File: src/rtl/ready_valid_fifo_pkg.sv
// ---------------------------------------------------------------------------
// ready_valid_pkg
//   Shared definitions for the ready/valid FIFO and anything that inspects it.
//   - ptr_width(depth): width of a wrap-bit pointer for a FIFO of 'depth'
//     entries ($clog2(depth) index bits plus one wrap bit).
//   - fifo_state_t: occupancy classification derived from the two pointers.
// ---------------------------------------------------------------------------
package ready_valid_pkg;

  typedef enum logic [1:0] {
    EMPTY   = 2'd0,
    PARTIAL = 2'd1,
    FULL    = 2'd2
  } fifo_state_t;

  // Index bits plus one wrap bit, so FULL and EMPTY are distinguishable
  // without a separate occupancy counter.
  function automatic int ptr_width(input int depth);
    return $clog2(depth) + 1;
  endfunction

  // True when depth is a power of two and at least 2.
  function automatic bit depth_is_legal(input int depth);
    return (depth >= 2) && ((depth & (depth - 1)) == 0);
  endfunction

endpackage

File: src/rtl/ready_valid_fifo_if.sv
// ---------------------------------------------------------------------------
// ready_valid_i
//   Single-direction ready/valid channel.
//   Signals:
//     data  [DATA_WIDTH-1:0] : payload, driven by the master
//     valid                  : payload present, driven by the master
//     ready                  : sink can accept, driven by the slave
//   Modports:
//     m : master (drives data/valid, observes ready)
//     s : slave  (observes data/valid, drives ready)
// ---------------------------------------------------------------------------
interface ready_valid_i #(
  parameter int DATA_WIDTH = 32
);

  logic [DATA_WIDTH-1:0] data;
  logic                  valid;
  logic                  ready;

  modport m (
    output data,
    output valid,
    input  ready
  );

  modport s (
    input  data,
    input  valid,
    output ready
  );

endinterface

File: src/rtl/ready_valid_fifo_ptr.sv
// ---------------------------------------------------------------------------
// ready_valid_fifo_ptr
//   One FIFO pointer register with wrap bit. Increments by one when i_en is
//   high at a rising clock edge, wrapping naturally modulo 2**PW.
//   Ports:
//     clk   : clock
//     rst   : asynchronous active-high reset, clears the pointer to 0
//     i_en  : advance the pointer this cycle
//     o_ptr : current pointer value [PW-1:0] (MSB is the wrap bit)
// ---------------------------------------------------------------------------
module ready_valid_fifo_ptr #(
  parameter int PW = 3
) (
  input  logic          clk,
  input  logic          rst,
  input  logic          i_en,
  output logic [PW-1:0] o_ptr
);

  logic [PW-1:0] r_ptr;

  always_ff @(posedge clk or posedge rst) begin
    if (rst) begin
      r_ptr <= '0;
    end else if (i_en) begin
      r_ptr <= r_ptr + PW'(1);
    end
  end

  assign o_ptr = r_ptr;

endmodule

File: src/rtl/ready_valid_fifo.sv
// ---------------------------------------------------------------------------
// ready_valid_fifo
//   First-word-fall-through FIFO with ready/valid on both sides. Intended to
//   sit in front of a ready/valid duplicator: in.ready is a function of
//   registered pointer state (and reset) only, so the consumer's ready never
//   reaches the producer combinationally.
//
//   Parameters:
//     DEPTH      : entries, power of two and >= 2 (checked at elaboration)
//     DATA_WIDTH : payload width, must match the interface width
//   Ports:
//     clk        : clock, all state updates on the rising edge
//     rst        : asynchronous active-high reset; discards all stored beats
//     in         : producer side (slave modport: data/valid in, ready out)
//     out        : consumer side (master modport: data/valid out, ready in)
//     fill_level : stored entry count, 0..DEPTH
//                  (only when READY_VALID_FIFO_FILL_LEVEL_EN is defined)
//
//   Optional feature macro: READY_VALID_FIFO_FILL_LEVEL_EN
// ---------------------------------------------------------------------------
module ready_valid_fifo
  import ready_valid_pkg::*;
#(
  parameter int DEPTH      = 4,
  parameter int DATA_WIDTH = 32
) (
  input  logic                        clk,
  input  logic                        rst,
  ready_valid_i.s                     in,
  ready_valid_i.m                     out
`ifdef READY_VALID_FIFO_FILL_LEVEL_EN
  ,
  output logic [ptr_width(DEPTH)-1:0] fill_level
`endif
);

  localparam int PW = ptr_width(DEPTH);
  localparam int AW = PW - 1;

  // -------------------------------------------------------------------------
  // Elaboration-time parameter checks
  // -------------------------------------------------------------------------
  if (!depth_is_legal(DEPTH)) begin : g_bad_depth
    $error("ready_valid_fifo: DEPTH must be a power of two and >= 2");
  end

  if ($bits(in.data) != DATA_WIDTH || $bits(out.data) != DATA_WIDTH) begin : g_bad_width
    $error("ready_valid_fifo: interface data width differs from DATA_WIDTH");
  end

  // -------------------------------------------------------------------------
  // Pointers and occupancy
  // -------------------------------------------------------------------------
  logic [PW-1:0] w_wr_ptr;
  logic [PW-1:0] w_rd_ptr;
  logic [AW-1:0] w_wr_idx;
  logic [AW-1:0] w_rd_idx;
  logic          w_push;
  logic          w_pop;
  logic          w_full;
  logic          w_empty;
  fifo_state_t   w_state;

  assign w_wr_idx = w_wr_ptr[AW-1:0];
  assign w_rd_idx = w_rd_ptr[AW-1:0];

  // Occupancy is purely a view of the pointers; no separate counter exists
  // that could drift out of step with them.
  always_comb begin
    w_state = PARTIAL;
    if (w_wr_ptr == w_rd_ptr) begin
      w_state = EMPTY;
    end else if ((w_wr_idx == w_rd_idx) && (w_wr_ptr[AW] != w_rd_ptr[AW])) begin
      w_state = FULL;
    end
  end

  assign w_full  = (w_state == FULL);
  assign w_empty = (w_state == EMPTY);

  // rst is folded in so a beat presented during reset can never be taken,
  // including in the cycle in which reset is asserted asynchronously.
  assign in.ready  = !w_full && !rst;
  assign out.valid = !w_empty;

  assign w_push = in.valid && in.ready;
  assign w_pop  = out.valid && out.ready;

  ready_valid_fifo_ptr #(
    .PW (PW)
  ) u_wr_ptr (
    .clk   (clk),
    .rst   (rst),
    .i_en  (w_push),
    .o_ptr (w_wr_ptr)
  );

  ready_valid_fifo_ptr #(
    .PW (PW)
  ) u_rd_ptr (
    .clk   (clk),
    .rst   (rst),
    .i_en  (w_pop),
    .o_ptr (w_rd_ptr)
  );

  // -------------------------------------------------------------------------
  // Storage
  // -------------------------------------------------------------------------
  // Contents are deliberately not reset: after reset the FIFO is EMPTY, so
  // out.data is don't-care until a new beat has been written.
  logic [DATA_WIDTH-1:0] r_mem [DEPTH];

  always_ff @(posedge clk) begin
    if (w_push) begin
      r_mem[w_wr_idx] <= in.data;
    end
  end

  // Fall-through read: the head entry is presented as soon as it is written.
  // The entry at rd_ptr cannot be overwritten while it is stored (a write to
  // that index requires the FIFO to be non-full relative to it), so the data
  // is stable for as long as out.valid is high and no pop occurs.
  assign out.data = r_mem[w_rd_idx];

`ifdef READY_VALID_FIFO_FILL_LEVEL_EN
  // Modular difference of the wrap-bit pointers gives 0..DEPTH directly.
  assign fill_level = w_wr_ptr - w_rd_ptr;
`endif

endmodule

File: src/flat_wrapper.sv
// flat-port wrapper written by rule: the top's interface ports become plain ports
module ready_valid_fifo_flat import ready_valid_pkg::*;
#(
  parameter int DEPTH      = 4,
  parameter int DATA_WIDTH = 32
)
  (clk, rst, in_data, in_valid, in_ready, out_data, out_valid, out_ready);
  ready_valid_i #(.DATA_WIDTH(DATA_WIDTH)) in_i ();
  ready_valid_i #(.DATA_WIDTH(DATA_WIDTH)) out_i ();
  input  logic clk;
  input  logic rst;
  input wire logic [$bits(in_i.data)-1:0] in_data;
  input wire logic [$bits(in_i.valid)-1:0] in_valid;
  output wire logic [$bits(in_i.ready)-1:0] in_ready;
  output wire logic [$bits(out_i.data)-1:0] out_data;
  output wire logic [$bits(out_i.valid)-1:0] out_valid;
  input wire logic [$bits(out_i.ready)-1:0] out_ready;
  assign in_i.data = in_data;
  assign in_i.valid = in_valid;
  assign in_ready = in_i.ready;
  assign out_data = out_i.data;
  assign out_valid = out_i.valid;
  assign out_i.ready = out_ready;
  ready_valid_fifo #(.DEPTH(DEPTH), .DATA_WIDTH(DATA_WIDTH)) u_core (.clk(clk), .rst(rst), .in(in_i), .out(out_i));
endmodule
File: config.mk
export PLATFORM = sky130hd
export DESIGN_NAME = ready_valid_fifo_flat
export DESIGN_NICKNAME = d
export VERILOG_FILES = /design/src/rtl/ready_valid_fifo_pkg.sv /design/src/rtl/ready_valid_fifo_if.sv /design/src/rtl/ready_valid_fifo_ptr.sv /design/src/rtl/ready_valid_fifo.sv /design/src/flat_wrapper.sv
export SDC_FILE = /design/constraint.sdc
export NUM_CORES = 1
export LEC_CHECK = 0
export CORE_MARGIN = 4
export CORE_UTILIZATION = 45
export DETAILED_ROUTE_END_ITERATION = 10
export GPL_TIMING_DRIVEN = 1
export PLACE_DENSITY_LB_ADDON = 0.05
export SLEW_MARGIN = 30
export SYNTH_ARGS = -nofsm -noshare
export SYNTH_HDL_FRONTEND = slang
export SYNTH_SLANG_ARGS = --single-unit
File: constraint.sdc
create_clock -name clk -period 7.2 [get_ports clk]
set_input_delay 1.08 -clock clk [delete_from_list [all_inputs] [get_ports clk]]
set_output_delay 1.08 -clock clk [all_outputs]
set_load 0.01 [all_outputs]
# Word-level counts from Yosys, hierarchy flattened
# Memories as Yosys holds them, arrays and structs flattened.
# Cells that the tools add are included.
# totals
ff_bits	6
elab_cells	21
out_inout_bits	34
mem_bits_ro	0
mem_count	1
mem_bits_rw	128
in_bits	36
latch_bits	0
# mem_list
name	depth	width	read_ports	rd_ports_with_merged_regs	wr	line	rtl
u_core.r_mem	4	32	1	0	1	ready_valid_fifo.sv:112	logic [DATA_WIDTH-1:0] r_mem [DEPTH];
# op_classes
n_reduce_logical	8
shifts	0
magnitude_cmp	0
n_bitwise	0
addsub	2
eq_ne	4
mux	4
div	0
mul	0
# op_table
op	n
adder 3 x 1 -> 3 bit (second input constant)	2
logical AND 1 bit	4
two-way mux 2 bit	2
equality test 3 bit	1
zero test 1 bit	3
equality test 2 bit	1
equality test 2 bit (second input constant)	1
zero test 2 bit	1
two-way mux 1 bit	2
!= test 1 bit	1

# Depth between registers and ports, before layout
# Gate-level depths: netlist of the first run.
# logic_depth
ltp_word	10
depth_mapped	4

# Modules after synthesis
# From an unflattened synthesis of the first run, not the netlist that was laid out.
# hier_totals
cells_unflattened	200
hier_area_um2	5002.3
# by_module_without_submodules
module	cells_each	instances	seq_area_each_um2	area_each_um2
ready_valid_fifo	182	1	3843.7	4747.1
ready_valid_fifo_ptr	9	2	75.1	127.6

# Worst setup path after synthesis of the first run
# Ideal clock, no wire load.
# synth_path
kind	input-to-reg
startpoint	input port rst
endpoint	memory u_core.r_mem[3][0] (enable)
cell_stages	2
slack_ns	3.885
setup_time_ns	0.432
arrival_time_ns	2.883
n_path_buf	0
required_time_ns	6.768
path_cell_list	nand3b_1 -> a21oi_1
# synth_between
elab_chain_len	5
# synth_rtl
item	line	rtl
start: declaration	flat_wrapper.sv:11	input logic rst;
zero test 1 bit	ready_valid_fifo.sv:83	assign in.ready = !w_full && !rst;
logical AND 1 bit	ready_valid_fifo.sv:83	
logical AND 1 bit	ready_valid_fifo.sv:86	assign w_push = in.valid && in.ready;
two-way mux 1 bit	ready_valid_fifo.sv:115	if (w_push) begin
two-way mux 1 bit (implied by the code)	ready_valid_fifo.sv:116	r_mem[w_wr_idx] <= in.data;
end: declaration	ready_valid_fifo.sv:112	
# No other way between the ends.

# Worst setup path in the final report of the first run
# layout_path
startpoint	register u_core.u_rd_ptr.r_ptr[0] (netlist: u_core.u_rd_ptr.o_ptr[0])
endpoint	output port in_ready
# layout_between
elab_chain_len	7
# layout_rtl
item	line	rtl
start: declaration	ready_valid_fifo_ptr.sv:20	logic [PW-1:0] r_ptr;
start signal: assignment	ready_valid_fifo_ptr.sv:26	r_ptr <= r_ptr + PW'(1);
equality test 2 bit	ready_valid_fifo.sv:73	end else if ((w_wr_idx == w_rd_idx) && (w_wr_ptr[AW] != w_rd_ptr[AW])) begin
logical AND 1 bit	ready_valid_fifo.sv:73	
two-way mux 2 bit	ready_valid_fifo.sv:73	
two-way mux 2 bit *	ready_valid_fifo.sv:71	if (w_wr_ptr == w_rd_ptr) begin
equality test 2 bit *	ready_valid_fifo.sv:78	assign w_full = (w_state == FULL);
zero test 1 bit *	ready_valid_fifo.sv:83	
logical AND 1 bit *	ready_valid_fifo.sv:83	
end: declaration	flat_wrapper.sv:14	output wire logic [$bits(in_i.ready)-1:0] in_ready;
# Every way passes the cells marked *; elsewhere a longest branch is shown, timed or not.

==> impl_results.html, run 1 <==
<table>
<tr><th>Metric</th><th>Value</th></tr>
<tr><th colspan="2">Outcome</th></tr>
<tr><td>Outcome</td><td>completed</td></tr>
<tr><th colspan="2">Timing</th></tr>
<tr><td>Worst slew margin relative to its limit</td><td>39.7%</td></tr>
<tr><td>Fin crit share</td><td>50.7%</td></tr>
<tr><td>Transition at the pin with the smallest max-transition slack</td><td>0.904 ns</td></tr>
<tr><td>Final setup fails</td><td>0</td></tr>
<tr><td>Post-layout min period</td><td>3.65 ns</td></tr>
<tr><td>Setup repair after global routing missed its margin</td><td>false</td></tr>
<tr><td>Number of slew-limit violations in the final report</td><td>0</td></tr>
<tr><td>Max Clock Skew</td><td>0.00880 ns</td></tr>
<tr><td>Final TNS setup</td><td>0 ns</td></tr>
<tr><td>Fmax achieved</td><td>274 MHz</td></tr>
<tr><td>Number of failing hold endpoints at the final stage</td><td>0</td></tr>
<tr><th colspan="2">Final layout</th></tr>
<tr><td>Fraction of final layout cells with drive strength greater than 1</td><td>23.5%</td></tr>
<tr><td>Util after Layout</td><td>59.9%</td></tr>
<tr><td>Area Growth Syn to Fin</td><td>28.8%</td></tr>
<tr><td>Number of antenna repair diodes</td><td>0</td></tr>
<tr><td>Number of nets in the layout</td><td>334</td></tr>
<tr><td>Area of all placed cells without fillers</td><td>0.00655 mm2</td></tr>
<tr><td>Highest-count cells in the layout ignoring fill and taps</td><td>128 x sky130_fd_sc_hd__edfxtp_1, 69 x sky130_fd_sc_hd__clkdlybuf4s50_1, 29 x sky130_fd_sc_hd__mux4_2</td></tr>
<tr><td>Most common library cell in the layout ignoring fill and taps</td><td>sky130_fd_sc_hd__edfxtp_1</td></tr>
<tr><th colspan="2">Place</th></tr>
<tr><td>Post-detail-place hpwl</td><td>4990 um</td></tr>
<tr><td>Final estimated routing congestion in global placement</td><td>0.758</td></tr>
<tr><td>Placed standard-cell area</td><td>0.00594 mm2</td></tr>
<tr><td>I/O Buffers</td><td>69</td></tr>
<tr><th colspan="2">Setup path</th></tr>
<tr><td>Maximum fanout along the worst path</td><td>36</td></tr>
<tr><td>Category of cells accounting for the largest share of critical-path delay</td><td>buffers and inverters</td></tr>
<tr><td>CP endpoint kind</td><td>output pin</td></tr>
<tr><td>Crit path DAT</td><td>2.57 ns</td></tr>
<tr><td>Worst setup SP type</td><td>register</td></tr>
<tr><td>Kind of critical path</td><td>register to output pin</td></tr>
<tr><td>Count of buffer and inverter cells on the critical path</td><td>2</td></tr>
<tr><td>Slowest cell on the critical path</td><td>sky130_fd_sc_hd__buf_4</td></tr>
<tr><td>Critical path, cell by cell</td><td>buf_4 &gt; xor2_1 &gt; nor2_1 &gt; a21oi_1 &gt; clkdlybuf4s50_1</td></tr>
<tr><td>Stage delay of the slowest cell on the critical path</td><td>0.57 ns</td></tr>
<tr><td>Required arrival time at the worst endpoint</td><td>6.12 ns</td></tr>
<tr><th colspan="2">Clock tree</th></tr>
<tr><td>Depth of the CTS H-tree</td><td>4</td></tr>
<tr><td>Number of buffers created by CTS</td><td>17</td></tr>
<tr><td>TritonCTS clock tree</td><td>built</td></tr>
<tr><td>Number of cells upsized or downsized after cts</td><td>0</td></tr>
<tr><td>Num Clock Sinks</td><td>134</td></tr>
<tr><td>Clock Path Buffers</td><td>2</td></tr>
<tr><td>Clock latency on the worst-skew pair</td><td>0.41 ns</td></tr>
<tr><td>Hold-fix buffer count after cts</td><td>0</td></tr>
<tr><td>Clock tree root buffer cell</td><td>sky130_fd_sc_hd__clkbuf_16</td></tr>
<tr><td>Clock slew at reported path FFs</td><td>0.05 ns</td></tr>
<tr><td>Count of buffers added by post-CTS timing repair for setup</td><td>0</td></tr>
<tr><th colspan="2">Die</th></tr>
<tr><td>Die boundary height</td><td>114 um</td></tr>
<tr><td>Initial Util</td><td>46.5%</td></tr>
<tr><td># rows</td><td>38</td></tr>
<tr><td>Width of the chip</td><td>114 um</td></tr>
<tr><td>Core Footprint</td><td>0.0109 mm2</td></tr>
<tr><td>Total die area</td><td>0.0131 mm2</td></tr>
<tr><td>Boundary pin count</td><td>70</td></tr>
<tr><th colspan="2">Pwr</th></tr>
<tr><td>Leakage component of the power</td><td>2.16 nW</td></tr>
<tr><td>Power Dens Cells</td><td>415 mW/mm2</td></tr>
<tr><td>Max IR drop VDD</td><td>0.000357 V</td></tr>
<tr><th colspan="2">Synthesis</th></tr>
<tr><td>Leading post-synthesis cells by cell area</td><td>sky130_fd_sc_hd__edfxtp_1 76%, sky130_fd_sc_hd__mux4_2 13%, sky130_fd_sc_hd__dfrtp_1 3.0%</td></tr>
<tr><td>Average cell area after synthesis</td><td>24.1 um2</td></tr>
<tr><td>Yosys Warn Count</td><td>0</td></tr>
<tr><td>Number of distinct library cells after synthesis</td><td>28</td></tr>
<tr><td>Number of synthesized register bits</td><td>134</td></tr>
<tr><td>Synthesized instance count</td><td>211</td></tr>
<tr><td>Syn nets</td><td>252</td></tr>
<tr><td>Total standard cell area after synthesis</td><td>0.00509 mm2</td></tr>
<tr><td>Area fraction of the dominant cell type after synthesis</td><td>75.5%</td></tr>
<tr><td>Library cell with the largest summed area after synthesis</td><td>sky130_fd_sc_hd__edfxtp_1</td></tr>
<tr><td>Sequential element share of the synthesized area</td><td>78.5%</td></tr>
<tr><th colspan="2">Worst hold path</th></tr>
<tr><td>Classification of the worst-slack hold path</td><td>register to register</td></tr>
<tr><th colspan="2">Detailed routing</th></tr>
<tr><td>Drc violations</td><td>0</td></tr>
<tr><td>Average wire per standard cell</td><td>19.4 um</td></tr>
<tr><td>Number of vias in the routed layout</td><td>2305</td></tr>
<tr><td>Antenna violation net count after detailed routing</td><td>0</td></tr>
<tr><td>Violation count after the first detailed-routing iteration</td><td>159</td></tr>
<tr><td>Vias/cell</td><td>5.17</td></tr>
<tr><td>Detailed-route wire length</td><td>8660 um</td></tr>
<tr><td>Number of search-and-repair iterations in the first detailed-routing pass</td><td>4</td></tr>
<tr><th colspan="2">Global routing</th></tr>
<tr><td>Maximum number of pins on one net before global-route repair</td><td>37</td></tr>
<tr><td>Met2 global-route usage</td><td>22.5%</td></tr>
<tr><td>Number of global-route vias before repair</td><td>2497</td></tr>
<tr><td>Leftover overflow at the end of global routing</td><td>0</td></tr>
<tr><td>Antenna violations before repair</td><td>0</td></tr>
<tr><td>Overall Global Routing Usage</td><td>14.3%</td></tr>
<tr><td>Layer carrying the most global-route usage</td><td>met2</td></tr>
<tr><td>M1 GR Usage</td><td>18.3%</td></tr>
<tr><td>Met3 usage</td><td>5.34%</td></tr>
<tr><td>First-pass GRT wire length</td><td>13500 um</td></tr>
<tr><th colspan="2">Run</th></tr>
<tr><td>Max-cap violation count</td><td>0</td></tr>
</table>
[path summary, 6_finish.rpt]
kind / from / endpoint / slack (ns) / depth (start not counted)
min: u_core.u_wr_ptr.o_ptr[2] / u_core.u_wr_ptr.o_ptr[2] / 0.63 / 1
min reg2reg: u_core.u_wr_ptr.o_ptr[2] / u_core.u_wr_ptr.o_ptr[2] / 0.63 / 1
max reg2reg: u_core.u_rd_ptr.o_ptr[1] / u_core.r_mem[0][5] / 4.37 / 3
max: u_core.u_rd_ptr.o_ptr[0] / in_ready / 3.55 / 5
max in group asynchronous: rst / u_core.u_rd_ptr.o_ptr[1] / 5.93 / 2
min in group asynchronous: rst / u_core.u_wr_ptr.o_ptr[2] / 1.05 / 2
[through the flow]
step / std cells / hold slack, ns / worst slack [ns] / power (mW)
6_report: 446 / 0.631 / 3.55 / 2.72
3_3_place_gp: 414 / 0.624 / 3.86 / 1.87
2_1_floorplan: 211 / 0.581 / 3.88 / 1.51
4_1_cts: 446 / 0.637 / 3.47 / 2.76
5_1_grt: 446 / 0.684 / 3.37 / 2.84
3_5_place_dp: 414 / 0.627 / 3.83 / 1.87
[kinds of logic (layout without fill, tap and decap cells)]
| family | after synthesis | after routing | share of synthesized area, % |
|---|---|---|---|
| xor gates and xnor gates | 7 | 7 | 1.50 |
| buffers and inverters | 12 | 107 | 1.13 |
| and+or+nand+nor | 11 | 11 | 1.25 |
| muxes | 34 | 34 | 14.9 |
| AOI/OAI and AO/OA | 8 | 8 | 1.50 |
| DFF | 134 | 134 | 78.5 |
| adders and majority gates | 5 | 5 | 1.23 |
[flip-flops by register name, summed over array words and instances, names as in the netlist]
| register | cells |
|---|---|
| u_core.u_wr_ptr.o_ptr | 3 |
| u_core.r_mem | 128 |
| u_core.u_rd_ptr.o_ptr | 3 |
[cells in the mapped netlist]
cell type / n
sky130_fd_sc_hd__buf_2: 4
sky130_fd_sc_hd__xor2_1: 2
sky130_fd_sc_hd__dfrtp_1: 6
sky130_fd_sc_hd__ha_1: 5
sky130_fd_sc_hd__or3_1: 1
sky130_fd_sc_hd__nand2_1: 1
sky130_fd_sc_hd__a211oi_1: 1
sky130_fd_sc_hd__buf_1: 2
sky130_fd_sc_hd__xnor2_1: 3
sky130_fd_sc_hd__o31ai_2: 1
sky130_fd_sc_hd__mux4_2: 29
sky130_fd_sc_hd__inv_1: 4
sky130_fd_sc_hd__xor2_2: 1
sky130_fd_sc_hd__nor3_1: 1
sky130_fd_sc_hd__a311oi_4: 1
sky130_fd_sc_hd__nor4_1: 1
sky130_fd_sc_hd__nand3b_1: 1
sky130_fd_sc_hd__edfxtp_1: 128
sky130_fd_sc_hd__a221o_1: 1
sky130_fd_sc_hd__nand3_1: 1
sky130_fd_sc_hd__nor2_1: 2
sky130_fd_sc_hd__buf_4: 2
sky130_fd_sc_hd__mux2_2: 1
sky130_fd_sc_hd__a21oi_1: 4
sky130_fd_sc_hd__mux2_4: 1
sky130_fd_sc_hd__mux4_1: 3
sky130_fd_sc_hd__and2_2: 3
sky130_fd_sc_hd__xnor2_2: 1
[layer usage]
metal	part of all wire (%)	wire (um)	vias up
met2	50	4300	58
li1	-	-	1059
met3	4.9	428	2
met1	45	3890	1186
met5	0	0	-
met4	0.44	38	0
[power by group]
part	total [mW]	switching, mW	internal (mW)	leakage (nW)
registers	1.05	0.0806	0.969	1.23
logic	0.786	0.346	0.440	0.635
clock network	0.882	0.304	0.578	0.295
[worst register-to-register path, stage by stage, from the launching register on]
cell and delay [ns]:
sky130_fd_sc_hd__dfrtp_2 0.94, sky130_fd_sc_hd__xnor2_1 0.32, sky130_fd_sc_hd__a311oi_4 0.38, sky130_fd_sc_hd__and2_2 0.80
[final cells by class]
type                            count  area, um2
Clock buffer                       19        433
Clock inverter                     13        180
Fill cell                         824       4380
Inverter                            4       15.0
Multi-Input combinational cell     65       1050
Sequential cell                   134       4000
Tap cell                          140        175
Timing Repair Buffer               71        706
No activity file was read; power rests on OpenSTA's default activity.
==> inputs of run 2 (changes only) <==
==> constraint.sdc (replaced) <==
create_clock -name clk -period 3.4 [get_ports clk]
set_input_delay 0.51 -clock clk [delete_from_list [all_inputs] [get_ports clk]]
set_output_delay 0.51 -clock clk [all_outputs]
set_load 0.01 [all_outputs]
==> run 2 against run 1 <==
Via count up 2.3%. Core utilization about the same. Combinational power rose by 120%. Non-clock buffer count is 4 higher. Highest routed layer unchanged. Die area stayed put. Clock-buffer cell count fell by 1. Worst setup slack lost 3.0 ns. Sequential power rose by 110%. Largest power group unchanged. Design area hardly changed. Cell count increased by 0.67%.
==> impl_results.html, run 2 (same netlist as run 1, synthesis figures left out) <==
<table>
<tr><th>Metric</th><th>Value</th></tr>
<tr><th colspan="2">Outcome</th></tr>
<tr><td>Outcome</td><td>completed</td></tr>
<tr><th colspan="2">Clock tree</th></tr>
<tr><td>Clock latency on the worst-skew pair</td><td>0.40 ns</td></tr>
<tr><td>Number of buffers created by CTS</td><td>17</td></tr>
<tr><td>Depth of the CTS H-tree</td><td>4</td></tr>
<tr><td>Count of buffers added by post-CTS timing repair for setup</td><td>0</td></tr>
<tr><td>Number of cells upsized or downsized after cts</td><td>0</td></tr>
<tr><td>Clock Path Buffers</td><td>2</td></tr>
<tr><td>Hold-fix buffer count after cts</td><td>0</td></tr>
<tr><td>Clock tree root buffer cell</td><td>sky130_fd_sc_hd__clkbuf_16</td></tr>
<tr><td>Num Clock Sinks</td><td>134</td></tr>
<tr><td>TritonCTS clock tree</td><td>built</td></tr>
<tr><td>Clock slew at reported path FFs</td><td>0.06 ns</td></tr>
<tr><th colspan="2">Die</th></tr>
<tr><td>Total die area</td><td>0.0131 mm2</td></tr>
<tr><td>Width of the chip</td><td>114 um</td></tr>
<tr><td># rows</td><td>38</td></tr>
<tr><td>Core Footprint</td><td>0.0109 mm2</td></tr>
<tr><td>Initial Util</td><td>46.5%</td></tr>
<tr><td>Die boundary height</td><td>114 um</td></tr>
<tr><td>Boundary pin count</td><td>70</td></tr>
<tr><th colspan="2">Timing</th></tr>
<tr><td>Number of failing hold endpoints at the final stage</td><td>0</td></tr>
<tr><td>Final setup fails</td><td>0</td></tr>
<tr><td>Fin crit share</td><td>84.2%</td></tr>
<tr><td>Worst slew margin relative to its limit</td><td>66.1%</td></tr>
<tr><td>Worst-case hold slack</td><td>0.462 ns</td></tr>
<tr><td>Number of slew-limit violations in the final report</td><td>0</td></tr>
<tr><td>Fmax achieved</td><td>349 MHz</td></tr>
<tr><td>Setup repair after global routing missed its margin</td><td>false</td></tr>
<tr><td>Transition at the pin with the smallest max-transition slack</td><td>0.509 ns</td></tr>
<tr><td>Max Clock Skew</td><td>0.00793 ns</td></tr>
<tr><td>Post-layout min period</td><td>2.86 ns</td></tr>
<tr><td>Final TNS setup</td><td>0 ns</td></tr>
<tr><th colspan="2">Final layout</th></tr>
<tr><td>Final standard cell count with taps included and fillers excluded</td><td>449</td></tr>
<tr><td>Register ranked first by flip-flop count</td><td>u_core.r_mem</td></tr>
<tr><td>Util after Layout</td><td>60.0%</td></tr>
<tr><td>Highest-count cells in the layout ignoring fill and taps</td><td>128 x sky130_fd_sc_hd__edfxtp_1, 69 x sky130_fd_sc_hd__clkdlybuf4s50_1, 29 x sky130_fd_sc_hd__mux4_2</td></tr>
<tr><td>Number of nets in the layout</td><td>338</td></tr>
<tr><td>Fraction of final layout cells with drive strength greater than 1</td><td>24.3%</td></tr>
<tr><td>Max FFs per register</td><td>128</td></tr>
<tr><td>Area of all placed cells without fillers</td><td>0.00656 mm2</td></tr>
<tr><td>Number of fillers in the final layout</td><td>833</td></tr>
<tr><td>Most common library cell in the layout ignoring fill and taps</td><td>sky130_fd_sc_hd__edfxtp_1</td></tr>
<tr><td>Number of antenna repair diodes</td><td>0</td></tr>
<tr><td>Area Growth Syn to Fin</td><td>28.9%</td></tr>
<tr><th colspan="2">Pwr</th></tr>
<tr><td>Part of the total power dissipated in combinational logic</td><td>31.2%</td></tr>
<tr><td>Power Dens Cells</td><td>848 mW/mm2</td></tr>
<tr><td>Clock share of power</td><td>29.4%</td></tr>
<tr><td>Power spent charging and discharging nets</td><td>1.55 mW</td></tr>
<tr><td>Switching share of total power</td><td>27.8%</td></tr>
<tr><td>Internal power</td><td>4.02 mW</td></tr>
<tr><td>Max IR drop VDD</td><td>0.000474 V</td></tr>
<tr><td>Proportion of power drawn by flip-flops and latches</td><td>39.3%</td></tr>
<tr><td>Leakage component of the power</td><td>2.15 nW</td></tr>
<tr><th colspan="2">Setup path</th></tr>
<tr><td>Crit path DAT</td><td>2.35 ns</td></tr>
<tr><td>Timing startpoint of the critical path</td><td>u_core.u_rd_ptr.o_ptr[0]</td></tr>
<tr><td>Worst reg2reg path startpoint</td><td>u_core.u_rd_ptr.o_ptr[0]</td></tr>
<tr><td>Maximum fanout along the worst path</td><td>27</td></tr>
<tr><td>Critical path, cell by cell</td><td>buf_12 &gt; mux4_1 &gt; clkdlybuf4s50_1</td></tr>
<tr><td>Stage delay of the slowest cell on the critical path</td><td>0.59 ns</td></tr>
<tr><td>Category of cells accounting for the largest share of critical-path delay</td><td>buffers and inverters</td></tr>
<tr><td>CP endpoint kind</td><td>output pin</td></tr>
<tr><td>Kind of critical path</td><td>register to output pin</td></tr>
<tr><td>Count of buffer and inverter cells on the critical path</td><td>2</td></tr>
<tr><td>Slowest cell on the critical path</td><td>sky130_fd_sc_hd__mux4_1</td></tr>
<tr><td>Required arrival time at the worst endpoint</td><td>2.89 ns</td></tr>
<tr><td>Worst setup SP type</td><td>register</td></tr>
<tr><th colspan="2">Run</th></tr>
<tr><td>Max-cap violation count</td><td>0</td></tr>
<tr><th colspan="2">Detailed routing</th></tr>
<tr><td>Antenna violation net count after detailed routing</td><td>0</td></tr>
<tr><td>Detailed-route wire length</td><td>8720 um</td></tr>
<tr><td>Drc violations</td><td>0</td></tr>
<tr><td>Average wire per standard cell</td><td>19.4 um</td></tr>
<tr><td>Violation count after the first detailed-routing iteration</td><td>183</td></tr>
<tr><td>Number of search-and-repair iterations in the first detailed-routing pass</td><td>4</td></tr>
<tr><td>Number of vias in the routed layout</td><td>2359</td></tr>
<tr><td>Vias/cell</td><td>5.25</td></tr>
<tr><th colspan="2">Place</th></tr>
<tr><td>Final estimated routing congestion in global placement</td><td>0.739</td></tr>
<tr><td>Cell Count Post-Placement</td><td>418</td></tr>
<tr><td>Post-detail-place hpwl</td><td>5280 um</td></tr>
<tr><td>Placed standard-cell area</td><td>0.00602 mm2</td></tr>
<tr><td>I/O Buffers</td><td>69</td></tr>
<tr><th colspan="2">Worst hold path</th></tr>
<tr><td>Classification of the worst-slack hold path</td><td>input pin to asynchronous set/reset pin</td></tr>
<tr><th colspan="2">Global routing</th></tr>
<tr><td>Maximum number of pins on one net before global-route repair</td><td>33</td></tr>
<tr><td>Number of global-route vias before repair</td><td>2544</td></tr>
<tr><td>Leftover overflow at the end of global routing</td><td>0</td></tr>
<tr><td>Antenna violations before repair</td><td>0</td></tr>
<tr><td>Overall Global Routing Usage</td><td>14.3%</td></tr>
<tr><td>First-pass GRT wire length</td><td>13700 um</td></tr>
</table>
## run 2: layer usage
metal | vias to the layer above | wire length, um | GRT usage (%)
li1 | 1070 | - | -
met1 | 1221 | 3750 | 18.0
met2 | 58 | 4430 | 23.5
met3 | 10 | 431 | 4.92
met4 | 0 | 104 | 4.99
met5 | - | 0 | 0
## run 2: final timing paths
check	to	slack (ns)	depth (start not counted)
max	out_data[0]	0.54	3
max in group asynchronous	u_core.u_rd_ptr.o_ptr[0]	2.71	2
min in group clk	u_core.u_wr_ptr.o_ptr[2]	0.62	1
max reg2reg	u_core.r_mem[0][21]	1.19	4
min reg2reg	u_core.u_wr_ptr.o_ptr[2]	0.62	1
min	u_core.u_rd_ptr.o_ptr[2]	0.46	2
## run 2: power by group through the flow
stage,clock [mW],combinational [mW],sequential (mW)
after floorplan,0,1.05,2.14
after global placement,0,1.78,2.22
after detailed placement,0,1.78,2.23
after CTS,1.68,1.79,2.19
after global routing,1.77,1.88,2.22
final,1.64,1.74,2.19
## run 2: final cells by class
type	instances	area [um2]	area share, %
flip-flops and latches	134	4000	60.9
multi-input cells	65	1050	16.0
clock inverters	13	109	1.66
repair buffers	75	786	12.0
inverters	4	15.0	0.229
well taps	140	175	2.67
clock buffers	18	429	6.54
## run 2: stage by stage
| stage | power, mW | worst slack [ns] |
|---|---|---|
| detailed placement | 4.01 | 0.862 |
| floorplan | 3.19 | 0.490 |
| global placement | 4.00 | 0.889 |
| global route | 5.86 | 0.402 |
| CTS | 5.66 | 0.469 |
| finish | 5.56 | 0.536 |
